## src/rtl/dds_wavegen_ch.sv

```systemverilog
// Single-channel DDS waveform source: phase accumulator stepped by a sample
// divider, square/saw/triangle shaping, amplitude scaling, glitch-free reconfig.
module dds_wavegen_ch #(
  parameter int PHASE_W = 10,
  parameter int FREQ_W  = 6,
  parameter int AMP_W   = 4,
  parameter int OUT_W   = 8,
  parameter int DIV_W   = 8
) (
  input  logic               clk,
  input  logic               reset,
  input  logic               enable,
  input  logic               phase_clr,
  input  logic               cfg_valid,
  output logic               cfg_ready,
  input  logic [FREQ_W-1:0]  cfg_freq,
  input  logic [AMP_W-1:0]   cfg_amp,
  input  logic [1:0]         cfg_mode,
  input  logic [DIV_W-1:0]   cfg_div,
  output logic [OUT_W-1:0]   sample_out,
  output logic               sample_valid,
  output logic               wrap
);

  localparam int PROD_W = OUT_W + AMP_W;
  localparam logic [PROD_W-1:0] AMP_MAX = PROD_W'((2 ** AMP_W) - 1);

  localparam logic [1:0] MODE_SQUARE = 2'b00;
  localparam logic [1:0] MODE_SAW    = 2'b01;
  localparam logic [1:0] MODE_TRI    = 2'b10;

  // Config handshake: a transfer happens on a cycle where cfg_valid and
  // cfg_ready are both high; the source holds its fields until then.
  logic [PHASE_W-1:0] phase_q, phase_d;
  logic [DIV_W-1:0]   div_cnt_q, div_cnt_d;
  logic [FREQ_W-1:0]  freq_act_q, freq_sh_q;
  logic [AMP_W-1:0]   amp_act_q, amp_sh_q;
  logic [1:0]         mode_act_q, mode_sh_q;
  logic [DIV_W-1:0]   div_act_q, div_sh_q;
  logic               pending_q, pending_d;
  logic [OUT_W-1:0]   sample_q, sample_d;
  logic               valid_q, wrap_q, wrap_d;

  logic               tick;
  logic               carry;
  logic               accept;
  logic               apply;
  logic [PHASE_W:0]   sum;
  logic [OUT_W-1:0]   tri_t;
  logic [OUT_W-1:0]   raw;
  logic [PROD_W-1:0]  prod;
  logic [OUT_W-1:0]   scaled;

  assign tick   = enable && (div_cnt_q == div_act_q);
  assign sum    = {1'b0, phase_q} + (PHASE_W + 1)'(freq_act_q);
  assign carry  = sum[PHASE_W];
  assign accept = cfg_valid && !pending_q;
  // A phase_clr counts as a wrap, and an idle or frozen accumulator has no
  // wrap to wait for, so a pending config lands immediately in those cases.
  assign apply  = pending_q && ((tick && carry) || phase_clr || !enable ||
                                (freq_act_q == '0));

  assign tri_t = phase_q[PHASE_W-2 -: OUT_W];

  always_comb begin
    raw = '0;
    case (mode_act_q)
      MODE_SQUARE: raw = phase_q[PHASE_W-1] ? '1 : '0;
      MODE_SAW:    raw = phase_q[PHASE_W-1 -: OUT_W];
      MODE_TRI:    raw = phase_q[PHASE_W-1] ? ~tri_t : tri_t;
      default:     raw = '0;
    endcase
  end

  assign prod   = PROD_W'(raw) * PROD_W'(amp_act_q);
  assign scaled = OUT_W'(prod / AMP_MAX);

  always_comb begin
    phase_d = phase_q;
    if (phase_clr) begin
      phase_d = '0;
    end else if (tick) begin
      phase_d = sum[PHASE_W-1:0];
    end
  end

  always_comb begin
    div_cnt_d = div_cnt_q + 1'b1;
    if (!enable || apply || tick) begin
      div_cnt_d = '0;
    end
  end

  always_comb begin
    pending_d = pending_q;
    if (accept) begin
      pending_d = 1'b1;
    end else if (apply) begin
      pending_d = 1'b0;
    end
  end

  always_comb begin
    sample_d = sample_q;
    if (tick) begin
      sample_d = scaled;
    end
  end

  assign wrap_d = tick && carry && !phase_clr;

  always_ff @(posedge clk or posedge reset) begin
    if (reset) begin
      phase_q    <= '0;
      div_cnt_q  <= '0;
      freq_act_q <= '0;
      amp_act_q  <= '0;
      mode_act_q <= '0;
      div_act_q  <= '0;
      freq_sh_q  <= '0;
      amp_sh_q   <= '0;
      mode_sh_q  <= '0;
      div_sh_q   <= '0;
      pending_q  <= 1'b0;
      sample_q   <= '0;
      valid_q    <= 1'b0;
      wrap_q     <= 1'b0;
    end else begin
      phase_q   <= phase_d;
      div_cnt_q <= div_cnt_d;
      pending_q <= pending_d;
      sample_q  <= sample_d;
      valid_q   <= tick;
      wrap_q    <= wrap_d;
      if (accept) begin
        freq_sh_q <= cfg_freq;
        amp_sh_q  <= cfg_amp;
        mode_sh_q <= cfg_mode;
        div_sh_q  <= cfg_div;
      end
      if (apply) begin
        freq_act_q <= freq_sh_q;
        amp_act_q  <= amp_sh_q;
        mode_act_q <= mode_sh_q;
        div_act_q  <= div_sh_q;
      end
    end
  end

  assign cfg_ready    = ~pending_q;
  assign sample_out   = sample_q;
  assign sample_valid = valid_q;
  assign wrap         = wrap_q;

endmodule

```

## config.mk

```make
export PLATFORM = sky130hd
export DESIGN_NAME = dds_wavegen_ch
export DESIGN_NICKNAME = d
export VERILOG_FILES = /design/src/rtl/dds_wavegen_ch.sv
export SDC_FILE = /design/constraint.sdc
export NUM_CORES = 1
export LEC_CHECK = 0
export CORE_AREA = 2 2 141 74
export DETAILED_ROUTE_END_ITERATION = 6
export DIE_AREA = 0 0 143 76
export PLACE_DENSITY = 0.78
export SYNTH_ARGS = -nofsm -noshare
export SYNTH_HDL_FRONTEND = slang
export SYNTH_SLANG_ARGS = --single-unit
```

## constraint.sdc

```tcl
create_clock -name clk -period 9.5 [get_ports clk]
set_clock_uncertainty 0.05 [all_clocks]
set_input_delay 1.9 -clock clk [delete_from_list [all_inputs] [get_ports clk]]
set_output_delay 1.9 -clock clk [all_outputs]
set_load 0.02 [all_outputs]
```

==> flow_summary.json <==
{
  "status": "completed",
  "slowest_stage": "a211oi_2",
  "grt.total_usage_pct": 23.6,
  "globalRouteOverflowTotal": 0,
  "cts_root_buf": "clkbuf_16",
  "io_buffer_count": 35,
  "min_period_over_period_pct": 88.4,
  "cts_buffers": 9,
  "ys_top_cells_by_area": "dfrtp_1 32%, mux2_2 8.8%, ha_1 5.7%",
  "place_inst": 713,
  "antennaDiodeCount": 0,
  "syn_to_final_growth_pct": 13.5,
  "hp-class": "reg -> reg",
  "drc_errors": 0,
  "async_flop_share_pct": 100,
  "yosysSeqAreaShare_pct": 31.5,
  "peakVddDrop_v": 0.000115,
  "drv_slew": 0,
  "timing.fmax_mhz": 119,
  "cts_hold_buf": 0,
  "worstPathArrival_ns": 8.60,
  "post-route-cell-area_mm2": 0.00621,
  "wl_um": 12200,
  "drive_above_1_share_pct": 16.5,
  "worst-path-max-fanout": 14,
  "max_stage_delay_ns": 0.65,
  "first_pass_iters": 6,
  "syn_inst": 558,
  "final.min_clock_period_ns": 8.39,
  "cts-resized-gates": 0,
  "layout.cells.non_filler": 729,
  "h-tree-depth": 3,
  "num_rows": 26,
  "antenna_found_initial": 0,
  "grt_start_max_net_pins": 70,
  "critPathRequiredTime_ns": 9.71,
  "drtAntennaViolNets": 0,
  "clk_pin_slew_ns": 0.06,
  "ys_seq_elements": 69,
  "yosys.area.top_type": "dfrtp_1",
  "dr.first_iter.drc_count": 479,
  "setup_viol": 0,
  "synth_top_area_share_pct": 31.5,
  "hold_ws_ns": 0.446,
  "fp.dieW_um": 143,
  "io_pins": 36,
  "via_per_inst": 5.91,
  "grt_pass1_wl_um": 20300,
  "cp-start-kind": "flop",
  "die_h_um": 76,
  "start_util_pct": 55.9,
  "core_area_mm2": 0.00979,
  "dieArea_mm2": 0.0109,
  "routedWlPerCell_um": 16.8,
  "worstSkewPairLatency_ns": 0.33,
  "critPathCaptureType": "flop",
  "slew_headroom_pct": 22.8,
  "clk_path_buf_depth": 2,
  "cts.sinks": 69,
  "cp_top_family": "compound AO/OA/AOI/OAI gates",
  "yosys_warnings": 0,
  "ys_dominant_reg_cell": "dfrtp_1",
  "crit_type": "reg -> reg",
  "synth-edff-count": 0,
  "postCtsSetupRepairBufs": 0,
  "dpl-instance-area_mm2": 0.00590,
  "cts_tree": "done",
  "timing.final.hold_violations": 0,
  "synth_area_per_cell_um2": 9.81,
  "place_congestion": 0.902,
  "maxCapViolCount": 0,
  "hpwl_um": 9360,
  "cellLeakagePower_uw": 0.00262,
  "synth_cell_type_count": 82,
  "grt_pass1_vias": 3960,
  "power.density_mw_per_mm2": 178,
  "synth_nets": 621,
  "synth_area_mm2": 0.00547,
  "tns_ns": 0,
  "rsz0062_at_grt": "no",
  "num_vias": 4309,
  "tightest_slew_ns": 1.15,
  "nets": 647,
  "worst-path-buf-inv": 2
}
==> layout make-up <==
class / count / area [um^2]
Fill cell: 770 / 3580
Multi-Input combinational cell: 440 / 3530
Sequential cell: 69 / 1730
Timing Repair Buffer: 37 / 365
Clock buffer: 11 / 253
Tap cell: 140 / 175
Inverter: 27 / 101
Clock inverter: 5 / 58.8
==> power by group <==
part	internal (uW)	total, uW	switching, uW
Sequential	390	485	95.6
Clock	217	342	125
Combinational	164	279	115
Total	770	1110	336
==> cell families (layout without fill, tap and decap cells) <==
family | Yosys count | count (layout) | share of synthesized area, %
and+or+nand+nor | 180 | 180 | 17.5
AOI/OAI and AO/OA | 121 | 121 | 17.9
DFF | 69 | 69 | 31.5
muxes | 55 | 55 | 11.0
buffers and inverters | 49 | 80 | 4.09
xor gates and xnor gates | 45 | 45 | 7.34
adders and majority gates | 39 | 39 | 10.7
==> sequential cells by signal, summed over array words and instances, names as in the netlist <==
name          flops
freq_sh_q         6
wrap              1
freq_act_q        6
sample_out        8
pending_q         1
amp_sh_q          4
mode_act_q        2
div_act_q         8
sample_valid      1
phase_q          10
mode_sh_q         2
div_cnt_q         8
div_sh_q          8
amp_act_q         4
==> Yosys cell counts, drive strengths merged (3+ instances only) <==
library cell / count
o21ai: 14
dfrtp: 69
mux2i: 12
a221oi: 4
nand2: 30
ha: 25
nor3: 8
nand3: 17
a2111oi: 5
a21oi: 29
buf: 11
a21boi: 4
clkbuf: 11
nand4: 5
or2: 3
and3: 5
a21o: 8
a31oi: 4
o21a: 5
xnor2: 16
inv: 27
nor4: 3
fa: 13
or3: 3
a211oi: 10
nor2b: 35
mux2: 43
o32ai: 3
o211ai: 12
nand2b: 8
xor2: 29
nor2: 51
==> placed cells by master, fill, tap and decap left out, types with 3 or more instances in the layout <==
master           instances
o21a_1                   5
xor2_1                  29
nor2b_1                 34
mux2_2                  43
dfrtp_1                 69
a21oi_1                 27
o211ai_1                 9
or2_2                    3
a211oi_1                 6
mux2i_1                 12
nand3_1                 16
nor2_1                  50
a21o_1                   8
o211ai_2                 3
xnor2_1                 15
clkbuf_16                9
nor3_1                   4
and3_1                   5
a31oi_1                  4
ha_1                    25
nand2b_1                 8
clkdlybuf4s50_1         35
nand2_1                 30
o21ai_0                  8
o21ai_1                  5
a211oi_2                 3
inv_1                   25
fa_1                    13
nand4_1                  5
==> metal layers <==
metal | wire length [um] | part of all wire, % | global-route usage (%) | vias up
met5 | 0 | 0 | 0 | -
met4 | 61 | 0.50 | 3.66 | 0
met3 | 716 | 5.9 | 5.53 | 11
met2 | 4770 | 39 | 29.9 | 135
met1 | 6680 | 55 | 40.3 | 2111
li1 | - | - | - | 2052
==> metrics by stage <==
stage	setup slack, ns	util (%)	power (uW)
after floorplan	2.53	-	662
after global placement	1.70	60.3	748
after detailed placement	1.27	60.3	766
after CTS	1.25	63.4	1110
after global routing	0.526	63.4	1170
final	1.11	63.4	1110
==> final timing paths <==
kind / depth (start not counted) / slack, ns / end / startpoint
min reg2reg: 1 / 0.45 / sample_out[5] / sample_out[5]
max: 27 / 1.11 / sample_out[0] / phase_q[9]
min: 1 / 0.45 / sample_out[5] / sample_out[5]
max in group asynchronous: 3 / 6.75 / freq_act_q[0] / reset
max reg2reg: 27 / 1.11 / sample_out[0] / phase_q[9]
min in group asynchronous: 3 / 2.09 / mode_sh_q[0] / reset
Note: power is estimated with default switching activity, not from simulation.
